File: src/rtl/reset_sequencer.sv
// Reset sequencer: qualifies PLL lock, holds all downstream resets for a fixed
// time, then releases them in ascending order at a fixed stagger.
module reset_sequencer #(
    parameter int N_OUT       = 4,
    parameter int LOCK_CYC    = 16,
    parameter int HOLD_CYC    = 32768,
    parameter int STAGGER_CYC = 16
) (
    input  logic             clk,
    input  logic             rst_n,
    input  logic             pll_locked,
    input  logic             sw_reset_req,
    input  logic             lock_lost_clr,
    output logic [N_OUT-1:0] hw_reset,
    output logic             ready,
    output logic             lock_lost,
    output logic [1:0]       seq_state
);

    localparam int LOCK_W = (LOCK_CYC > 1) ? $clog2(LOCK_CYC) : 1;
    localparam int HOLD_W = (HOLD_CYC > 1) ? $clog2(HOLD_CYC) : 1;
    localparam int STAG_W = (STAGGER_CYC > 1) ? $clog2(STAGGER_CYC) : 1;
    localparam int IDX_W  = (N_OUT > 1) ? $clog2(N_OUT) : 1;

    localparam logic [LOCK_W-1:0] LOCK_LAST = LOCK_W'(LOCK_CYC - 1);
    localparam logic [HOLD_W-1:0] HOLD_LAST = HOLD_W'(HOLD_CYC - 1);
    localparam logic [STAG_W-1:0] STAG_LAST = STAG_W'(STAGGER_CYC - 1);
    localparam logic [IDX_W-1:0]  IDX_LAST  = IDX_W'(N_OUT - 1);
    localparam logic [IDX_W-1:0]  IDX_FIRST = IDX_W'((N_OUT > 1) ? 1 : 0);
    localparam logic [N_OUT-1:0]  ALL_ASSERTED = '1;

    typedef enum logic [1:0] {
        WAIT_LOCK = 2'd0,
        HOLD      = 2'd1,
        RELEASE   = 2'd2,
        RUN       = 2'd3
    } state_t;

    state_t             state_q, state_d;
    logic               pll_meta_q, pll_locked_s;
    logic [LOCK_W-1:0]  lock_cnt_q, lock_cnt_d;
    logic [HOLD_W-1:0]  hold_cnt_q, hold_cnt_d;
    logic [STAG_W-1:0]  stag_cnt_q, stag_cnt_d;
    logic [IDX_W-1:0]   idx_q, idx_d;
    logic [N_OUT-1:0]   hw_reset_d;
    logic               ready_d, lock_lost_d;
    logic               bad_cnt;

    always_ff @(posedge clk) begin
        // NOTE: sequential state uses non-blocking assignments so every flop samples pre-edge values.
        if (!rst_n) begin
            pll_meta_q   <= 1'b0;
            pll_locked_s <= 1'b0;
            state_q      <= WAIT_LOCK;
            lock_cnt_q   <= '0;
            hold_cnt_q   <= '0;
            stag_cnt_q   <= '0;
            idx_q        <= '0;
            hw_reset     <= ALL_ASSERTED;
            ready        <= 1'b0;
            lock_lost    <= 1'b0;
        end else begin
            pll_meta_q   <= pll_locked;
            pll_locked_s <= pll_meta_q;
            state_q      <= state_d;
            lock_cnt_q   <= lock_cnt_d;
            hold_cnt_q   <= hold_cnt_d;
            stag_cnt_q   <= stag_cnt_d;
            idx_q        <= idx_d;
            hw_reset     <= hw_reset_d;
            ready        <= ready_d;
            lock_lost    <= lock_lost_d;
        end
    end

    assign seq_state = state_q;

    // Counter values that no legal sequence can produce force a clean restart.
    assign bad_cnt = (int'(lock_cnt_q) >= LOCK_CYC) || (int'(hold_cnt_q) >= HOLD_CYC) ||
                     (int'(stag_cnt_q) >= STAGGER_CYC) || (int'(idx_q) >= N_OUT);

    always_comb begin
        // NOTE: every variable gets a default first so no branch can infer a latch.
        state_d     = state_q;
        lock_cnt_d  = lock_cnt_q;
        hold_cnt_d  = hold_cnt_q;
        stag_cnt_d  = stag_cnt_q;
        idx_d       = idx_q;
        hw_reset_d  = hw_reset;
        ready_d     = ready;
        lock_lost_d = lock_lost & ~lock_lost_clr;

        case (state_q)
            WAIT_LOCK: begin
                hw_reset_d = ALL_ASSERTED;
                ready_d    = 1'b0;
                if (!pll_locked_s) begin
                    lock_cnt_d = '0;
                end else if (lock_cnt_q == LOCK_LAST) begin
                    state_d    = HOLD;
                    lock_cnt_d = '0;
                    hold_cnt_d = '0;
                end else begin
                    lock_cnt_d = lock_cnt_q + 1'b1;
                end
            end
            HOLD: begin
                hw_reset_d = ALL_ASSERTED;
                ready_d    = 1'b0;
                if (hold_cnt_q == HOLD_LAST) begin
                    hw_reset_d[0] = 1'b0;
                    hold_cnt_d    = '0;
                    stag_cnt_d    = '0;
                    idx_d         = IDX_FIRST;
                    ready_d       = (N_OUT == 1);
                    state_d       = (N_OUT == 1) ? RUN : RELEASE;
                end else begin
                    hold_cnt_d = hold_cnt_q + 1'b1;
                end
            end
            RELEASE: begin
                if (stag_cnt_q == STAG_LAST) begin
                    // Clearing every bit up to idx keeps releases strictly ascending.
                    for (int i = 0; i < N_OUT; i++)
                        if (i <= int'(idx_q)) hw_reset_d[i] = 1'b0;
                    stag_cnt_d = '0;
                    if (idx_q == IDX_LAST) begin
                        ready_d = 1'b1;
                        idx_d   = '0;
                        state_d = RUN;
                    end else begin
                        idx_d = idx_q + 1'b1;
                    end
                end else begin
                    stag_cnt_d = stag_cnt_q + 1'b1;
                end
            end
            RUN: begin
                hw_reset_d = '0;
                ready_d    = 1'b1;
            end
            default: begin
                state_d    = WAIT_LOCK;
                hw_reset_d = ALL_ASSERTED;
                ready_d    = 1'b0;
            end
        endcase

        if (bad_cnt) begin
            state_d    = WAIT_LOCK;
            lock_cnt_d = '0;
            hold_cnt_d = '0;
            stag_cnt_d = '0;
            idx_d      = '0;
            hw_reset_d = ALL_ASSERTED;
            ready_d    = 1'b0;
        end

        if (state_q != WAIT_LOCK) begin
            if (!pll_locked_s) begin
                state_d     = WAIT_LOCK;
                lock_cnt_d  = '0;
                hw_reset_d  = ALL_ASSERTED;
                ready_d     = 1'b0;
                lock_lost_d = 1'b1;
            end else if (sw_reset_req) begin
                state_d    = HOLD;
                hold_cnt_d = '0;
                stag_cnt_d = '0;
                idx_d      = '0;
                hw_reset_d = ALL_ASSERTED;
                ready_d    = 1'b0;
            end
        end
    end

endmodule
File: config.mk
export PLATFORM = sky130hd
export DESIGN_NAME = reset_sequencer
export DESIGN_NICKNAME = d
export VERILOG_FILES = /design/src/rtl/reset_sequencer.sv
export SDC_FILE = /design/constraint.sdc
export NUM_CORES = 1
export LEC_CHECK = 0
export ABC_AREA = 1
export CAP_MARGIN = 20
export CORE_MARGIN = 1
export CORE_UTILIZATION = 31
export CTS_BUF_LIST = sky130_fd_sc_hd__clkbuf_4 sky130_fd_sc_hd__clkbuf_8
export CTS_CLUSTER_DIAMETER = 50
export DETAILED_ROUTE_END_ITERATION = 16
export RECOVER_POWER = 25
export SYNTH_ARGS = -nofsm -noshare
export SYNTH_HDL_FRONTEND = slang
export SYNTH_SLANG_ARGS = --single-unit
export TNS_END_PERCENT = 20
File: constraint.sdc
create_clock -name clk -period 1.94 [get_ports clk]
set_input_delay 0.291 -clock clk [delete_from_list [all_inputs] [get_ports clk]]
set_output_delay 0.291 -clock clk [all_outputs]
set_load 0.005 [all_outputs]
* Word-level counts from Yosys, hierarchy flattened
Index checks and enable logic that the tools add are counted.
** Storage, ports and cells
- Output and inout bits :: 8
- Register bits :: 35
- Word-level logic and storage cells :: 80
- Bits of input ports :: 5
** Operators by class
- Add/sub/neg operators :: 4
- $lt $le $gt $ge :: 3
- Equal/unequal tests :: 7
- Muxes and demuxes :: 51
- Bitwise gates (word level) :: 2
- Reduce and logical (&&, ||, !) cells :: 3
** Operators by type and width (count)
- $mux 15 :: 6
- $mux 4 :: 14
- $pmux 15 s2 :: 1
- $mux 2 :: 14
- $pmux 4 s4 :: 1
- $add 15x1->15 const B :: 1
- $eq 15x15->1 const B :: 1
- $mux 1 :: 11
- $add 4x1->4 const B :: 2
- $eq 4x4->1 const B :: 2
- $pmux 4 s2 :: 1
- $eq 2x2->1 const B :: 3
- $pmux 2 s3 :: 1
- $le 2x2->1 const A :: 2
- $pmux 2 s2 :: 1
- $pmux 1 s3 :: 1
- $add 2x1->2 const B :: 1
- $eq 2x1->1 const B :: 1
- $le 1x2->1 const A :: 1
- $logic_not 2->1 :: 1
- $reduce_bool 2->1 :: 1
- $reduce_or 2->1 :: 1
- $and 1x1->1 :: 1
- $not 1->1 :: 1

* Longest topological paths before layout
Gate-level depths: netlist of the first run.
- Depth after elaboration :: 7
- Gate-level depth with buffers :: 11
- Gate-level depth less buffers :: 10

* Worst setup path after synthesis of the first run
No wires, ideal clock.
- Path kind :: register to register
- Start point :: register state_q[1], in the netlist seq_state[1]
- End point :: register hold_cnt_q[5]
- Path buffers :: 2
- Period minus slack after synthesis :: 1505 ps
- Library setup time :: 70 ps
- Slack :: 435 ps
- Cell stages (with the launch flop) :: 10
- Required time :: 1870 ps
- Data arrival time :: 1435 ps
- Path through :: dfxtp_1 > inv_1 > ha_1 > buf_4 > inv_2 > nand2_1 > nand2_1 > buf_6 > nand2_1 > a21oi_1
** On the way
- Cells in the longest elaborated chain, start to end :: 5
- Elaborated cells between the ends (all ways) :: 7
- Classes of those cells :: 1 x eq/ne; 4 x mux; 2 x reduce/logical
** Ends and longest elaborated chain
- start, declared :: line 39 : state_t state_q, state_d;
- start signal, assigned :: line 65 : state_q <= state_d;
- $eq 2x1->1 / $logic_not 2->1 (equally long branches) :: line 93 : case (state_q)
- $pmux 15 s2 :: line 93
- $mux 15 :: line 166 : end else if (sw_reset_req) begin
- $mux 15 :: line 160 : if (!pll_locked_s) begin
- $mux 15 (*) :: line 159 : if (state_q != WAIT_LOCK) begin
- end signal, assigned :: line 67 : hold_cnt_q <= hold_cnt_d;
- end, declared :: line 42 : logic [HOLD_W-1:0] hold_cnt_q, hold_cnt_d;
Every way passes the cells marked *; elsewhere a longest branch is shown, timed or not.
A chain may end at the register's enable or synchronous reset.

* Worst setup path in the final report of the first run
- Start point :: register state_q[0], in the netlist seq_state[0]
- End point :: register hw_reset[2]
** On the way
- Cells in the longest elaborated chain, start to end :: 5
- Elaborated cells between the ends (all ways) :: 9
- Classes of those cells :: 3 x eq/ne; 4 x mux; 2 x reduce/logical
** Ends and longest elaborated chain
- $eq 2x2->1, or another cell as far along :: line 93
- $pmux 4 s4 :: line 93
- $mux 4 :: line 166
- $mux 4 :: line 160
- $mux 4 (*) :: line 159
- end signal, assigned :: line 70 : hw_reset <= hw_reset_d;
- end, declared :: line 14 : output logic [N_OUT-1:0] hw_reset,
Marks and branches as above.

==> impl_metrics.env, run 1 <==
export IMPL_status="finished clean"
export IMPL_setup_slack_ps=266.9
export IMPL_cts_tree="done"
export IMPL_cpPeakStageDelay_ps=380
export IMPL_drt_drc_violations_left=0
export IMPL_dp_cells=382
export IMPL_hpwl_mm=3.187
export IMPL_grt_first_pass_wirelength_mm=7.665
export IMPL_postCtsHoldBufs=0
export IMPL_start_util_pct=32.97
export IMPL_critPathBufInv=2
export IMPL_power_switching_uw=271.4
export IMPL_swShare_pct=21.55
export IMPL_critPathKind="reg2reg"
export IMPL_worst_pin_slew_ps=390.4
export IMPL_fin_skew_ps=3.103
export IMPL_viasPerCell=4.619
export IMPL_worstPathArrival_ps=1850
export IMPL_min_period_ps=1673
export IMPL_die_w_um=82.29
export IMPL_clkTransAtPathRegs_ps=70
export IMPL_nNetsFinal=329
export IMPL_post_cts_buffers=0
export IMPL_coreArea_um2=6061
export IMPL_final_area_um2=2311
export IMPL_power_mw=1.259
export IMPL_synthesis_area_um2=1998
export IMPL_crit_family="simple AND/OR/NAND/NOR gates"
export IMPL_insertion_delay_ps=280
export IMPL_cts_path_max_buffers=2
export IMPL_hold_violations=0
export IMPL_pwr_density_cell_nw_per_um2=544.8
export IMPL_ys_seq_area_share_pct=35.07
export IMPL_cp_max_fo=10
export IMPL_start_kind="flip-flop"
export IMPL_routedWlPerCell_um=11.05
export IMPL_ant_nets=0
export IMPL_irDropWorstVdd_mv=0.3921
export IMPL_slew_headroom_pct=73.97
export IMPL_drive_above_1_share_pct=11.18
export IMPL_fmax_mhz=597.7
export IMPL_syn_num_nets=307
export IMPL_clockRootBuffer="clkbuf_8"
export IMPL_place_gp_congestion=0.8352
export IMPL_fin_util_pct=38.13
export IMPL_pwr_share_clk_pct=40.2
export IMPL_grt_pass1_vias=1712
export IMPL_synth_cells=292
export IMPL_grtUsageTotal_pct=14.79
export IMPL_drv_slew=0
export IMPL_area_delta_synth_final_pct=15.65
export IMPL_cts_sink_count=35
export IMPL_avgSynthCellArea_um2=6.843
export IMPL_first_pass_iters=4
export IMPL_rsz0062_at_grt="no"
export IMPL_place_ws_ps=182.8
export IMPL_yosysWarnings=0
export IMPL_critical_path_cell_chain="inv_1 > ha_1 > clkbuf_1 > nor3_1 > o21a_1 > nand2_1"
export IMPL_antenna_cells=0
export IMPL_portBuffers=12
export IMPL_hold_class="reg2reg"
export IMPL_internal_power_uw=987.7
export IMPL_dpl_cell_area_um2=2240
export IMPL_cts_buffers=5
export IMPL_pwr_share_seq_pct=57.4
export IMPL_p_leak_nw=0.9337
export IMPL_grt_start_max_net_pins=15
export IMPL_num_vias=1792
export IMPL_synth_async_sr_flop_share_pct=0
export IMPL_synth_seq_cells=35
export IMPL_fin_cells=388
export IMPL_synth_edff_count=0
export IMPL_htreeDepth=2
export IMPL_cp_required_ps=2120
export IMPL_end_kind="flip-flop"
export IMPL_crit_slowest_cell="dfxtp_1"
export IMPL_comb_power_share_pct=2.5
export IMPL_drt_total_wl_mm=4.288
export IMPL_fin_crit_sh_pct=86.24
export IMPL_finalSetupViolCount=0
export IMPL_ys_flop_type="dfxtp_1"
export IMPL_rows=28
export IMPL_dieArea_um2=6771
export IMPL_synth_cell_types=32
export IMPL_final_setup_tns_ps=0
export IMPL_io_pins=13
export IMPL_max_cap_violations=0
export IMPL_die_y_um=82.29
export IMPL_antenna_found_initial=0
export IMPL_drtIter0Drc=84
export IMPL_hold_slack_ps=420.6
export IMPL_overflow=0
==> cell usage after synthesis (2+ instances only) <==
| cell | count | area, um^2 |
|---|---|---|
| nand2_1 | 82 | 307.8 |
| inv_1 | 36 | 135.1 |
| dfxtp_1 | 35 | 700.7 |
| a21oi_1 | 27 | 135.1 |
| nand3_1 | 21 | 105.1 |
| nor2_1 | 18 | 67.56 |
| o21ai_0 | 14 | 70.07 |
| ha_1 | 10 | 125.1 |
| nand4_1 | 5 | 31.28 |
| nor2_2 | 5 | 31.28 |
| nand2_4 | 4 | 45.04 |
| nor2_4 | 4 | 45.04 |
| o21ai_1 | 4 | 20.02 |
| inv_2 | 3 | 11.26 |
| nor3_1 | 3 | 15.01 |
| a211oi_1 | 2 | 15.01 |
| buf_2 | 2 | 10.01 |
| nand2_2 | 2 | 12.51 |
| o21bai_1 | 2 | 15.01 |
==> power by group through the flow <==
stage	Combinational, mW	Sequential (mW)	Clock, mW
after global placement	0.0322	0.739	0
after global routing	0.0347	0.722	0.557
after floorplan	0.0131	0.738	0
final	0.0313	0.722	0.506
after CTS	0.0325	0.722	0.522
after detailed placement	0.0325	0.739	0
==> worst min-delay path, cell delays in order (launching register included) <==
cell	delay, ps
dfxtp_1	310
nand2_1	50
inv_1	40
==> final cells by class <==
cell class                      count  area [um^2]
Fill cell                         629         3750
Multi-Input combinational cell    212         1112
Sequential cell                    35        700.7
Timing Repair Buffer               20        172.7
Inverter                           40        155.1
Tap cell                           75        93.84
Clock buffer                        6        76.32
==> metal layers <==
metal | wire (um) | global-route usage (%) | part of all wire, %
met4 | 26 | 5.965 | 0.61
met3 | 153 | 2.967 | 3.6
met2 | 1949 | 24.30 | 45
met5 | 0 | 0 | 0
met1 | 2158 | 18.82 | 50
==> cell usage in the layout, fill, tap and decap left out, drive strengths merged, types with 4 or more instances in the layout <==
cell type	count
buf	6
ha	10
inv	39
clkbuf	8
nand4	5
o21ai	19
clkdlybuf4s50	8
nand3	21
dlygate4sd3	4
a21oi	27
nor3	4
dfxtp	35
nor2	27
nand2	88
==> cell families after synthesis <==
kind of cell,after synthesis,synth area share (%)
and+or+nand+nor,148,34.63
AOI/OAI and AO/OA,54,14.65
buffers and inverters,45,9.393
DFF,35,35.07
adders and majority gates,10,6.262
==> flip-flops by register name, summed over array words and instances, names as in the netlist <==
signal and flops:
ready 1, pll_locked_s 1, lock_cnt_q 4, idx_q 2, hw_reset 4, hold_cnt_q 15, pll_meta_q 1, lock_lost 1
stag_cnt_q 4, seq_state 2
==> final timing paths <==
| check | from | to | slack (ps) | depth (start not counted) |
|---|---|---|---|---|
| setup / recovery | seq_state[0]$_SDFF_PN0_ | hw_reset[2]$_SDFF_PN1_ | 270 | 6 |
| hold / removal | pll_meta_q$_SDFF_PN0_ | pll_locked_s$_SDFF_PN0_ | 420 | 2 |
| setup reg to reg | seq_state[0]$_SDFF_PN0_ | hw_reset[2]$_SDFF_PN1_ | 270 | 6 |
| hold reg to reg | pll_meta_q$_SDFF_PN0_ | pll_locked_s$_SDFF_PN0_ | 420 | 2 |
==> timing repair <==
| action | 4_1_cts | 5_1_grt |
|---|---|---|
| endpoints found under the hold margin | 0 | 0 |
| resized for setup | 0 | 1 |
| setup endpoints to repair | 0 | 1 |
Power figures use the tool's default switching activity.
==> run 2, diff against run 1 <==
GPL_TIMING_DRIVEN = 0   (was default)
clock period = 2.05 ns   (was 1.94 ns; I/O delays follow)
==> run 2 against run 1 <==
Combinational power down 13%. Non-clock buffer count decreased by 3. Critical path depth increased by 3. Global-route usage is 0.67 points lower. Clock power shrank 4.0%. Register-to-register slack got worse by 20 ps. Fmax shrank 7.3%. Via count down 0.28%. Sequential power decreased by 5.4%. Highest routed layer unchanged.
==> impl_metrics.env, run 2 (synthesis gave the netlist of run 1 again) <==
export IMPL_status="finished clean"
export IMPL_final_area_um2=2296
export IMPL_coreArea_um2=6061
export IMPL_setup_slack_ps=245.5
export IMPL_place_ws_ps=161.6
export IMPL_htreeDepth=2
export IMPL_grt_start_max_net_pins=11
export IMPL_fill_cells=644
export IMPL_final_cell_mix="nand2_1, inv_1, dfxtp_1"
export IMPL_slew_headroom_pct=73.57
export IMPL_grt_busiest_layer="met2"
export IMPL_viasPerCell=4.642
export IMPL_reg2regPathDepth=9
export IMPL_worstPathArrival_ps=2030
export IMPL_postCtsHoldBufs=0
export IMPL_die_y_um=82.29
export IMPL_clkTransAtPathRegs_ps=70
export IMPL_grt_first_pass_wirelength_mm=7.189
export IMPL_nNetsFinal=326
export IMPL_grt_pass1_vias=1659
export IMPL_rows=28
export IMPL_die_w_um=82.29
export IMPL_use_met2_pct=23.14
export IMPL_fin_skew_ps=7.937
export IMPL_fmax_mhz=554.2
export IMPL_hold_class="reg2reg"
export IMPL_final_setup_tns_ps=0
export IMPL_critPathKind="reg2reg"
export IMPL_cp_max_fo=10
export IMPL_met3_usage_pct=3.626
export IMPL_dieArea_um2=6771
export IMPL_finalSetupViolCount=0
export IMPL_dpl_cell_area_um2=2212
export IMPL_multiInputGateArea_um2=1117
export IMPL_min_period_ps=1804
export IMPL_regMostFlops="hold_cnt_q"
export IMPL_io_pins=13
export IMPL_cp_required_ps=2270
export IMPL_hpwl_mm=3.060
export IMPL_antenna_cells=0
export IMPL_num_vias=1787
export IMPL_start_kind="flip-flop"
export IMPL_insertion_delay_ps=290
export IMPL_hold_violations=0
export IMPL_first_pass_iters=4
export IMPL_max_cap_violations=0
export IMPL_largest_reg_flops=15
export IMPL_final_common_cell="nand2_1"
export IMPL_overflow=0
export IMPL_area_delta_synth_final_pct=14.90
export IMPL_antenna_found_initial=0
export IMPL_portBuffers=12
export IMPL_rsz0062_at_grt="no"
export IMPL_cts_buffers=5
export IMPL_drtIter0Drc=60
export IMPL_drv_slew=0
export IMPL_holdPathStages=2
export IMPL_fin_crit_sh_pct=88.02
export IMPL_ant_nets=0
export IMPL_start_util_pct=32.97
export IMPL_drt_drc_violations_left=0
export IMPL_worst_pin_slew_ps=396.4
export IMPL_place_gp_congestion=0.8082
export IMPL_grt_met1_usage_pct=17.50
export IMPL_grtUsageTotal_pct=14.12
export IMPL_irDropWorstVdd_mv=0.2727
export IMPL_end_kind="flip-flop"
export IMPL_drt_total_wl_mm=4.202
export IMPL_clockRootBuffer="clkbuf_8"
export IMPL_seqCellArea_um2=700.7
export IMPL_p_leak_nw=0.9200
export IMPL_cts_tree="done"
export IMPL_cts_sink_count=35
export IMPL_cts_path_max_buffers=2
export IMPL_routedWlPerCell_um=10.91
export IMPL_pwr_density_cell_nw_per_um2=521.1
export IMPL_drive_above_1_share_pct=10.32
export IMPL_fin_cells=385
export IMPL_dp_cells=379
export IMPL_power_mw=1.196
## run 2: cell count changes in the layout (fill, tap and decap cells not counted), sizes merged
cell,before,now
clkdlybuf4s50,8,5
buf,6,4
clkbuf,8,7
dlygate4sd3,4,7
## run 2: cell type report
class | instances | share of cell area (%)
flip-flops and latches | 35 | 30.52
inverters | 40 | 6.758
repair buffers | 12 | 5.232
plain buffers | 5 | 1.417
clock buffers | 6 | 3.324
well taps | 75 | 4.087
multi-input cells | 212 | 48.66
## run 2: metrics by stage
stage                     hold WS [ps]  util [%]
final                            418.0     37.88
after global routing             446.9     37.88
after floorplan                  390.0         -
after CTS                        417.9     37.76
after detailed placement         402.0     36.50
after global placement           394.2     36.50
## run 2: path summary, 6_finish.rpt
path                                    to                     from  slack (ps)
setup reg to reg  hold_cnt_q[3]$_SDFF_PN0_  seq_state[1]$_SDFF_PN0_         250
hold / removal     pll_locked_s$_SDFF_PN0_    pll_meta_q$_SDFF_PN0_         420
setup / recovery  hold_cnt_q[3]$_SDFF_PN0_  seq_state[1]$_SDFF_PN0_         250
hold reg to reg    pll_locked_s$_SDFF_PN0_    pll_meta_q$_SDFF_PN0_         420
## run 2: routing by layer
layer  share of wire [%]  up-vias  routed length (um)
li1                    -      974                   -
met1                  52      782                2181
met2                  44       24                1836
met3                 2.7        7                 114
met4                 1.7        0                  70
met5                   0        -                   0
## run 2: report_power, final
part	switching, mW	total, mW	internal, mW
sequential	0.00133	0.683	0.682
combinational	0.0159	0.0271	0.0112
clock	0.246	0.486	0.240
total	0.263	1.20	0.933
## run 2: what timing repair did
action | 4_1_cts | 5_1_grt
setup buffers | 0 | 0
setup endpoints to repair | 0 | 5
resized for setup | 0 | 1
## run 2: critical path, stage by stage, from the launching register on
cell     delay [ps]
dfxtp_1         450
inv_1           120
ha_1            200
buf_4           180
inv_2           100
nand2_1         120
nand2_1         200
buf_6           170
nand2_1          60
a21oi_1         140
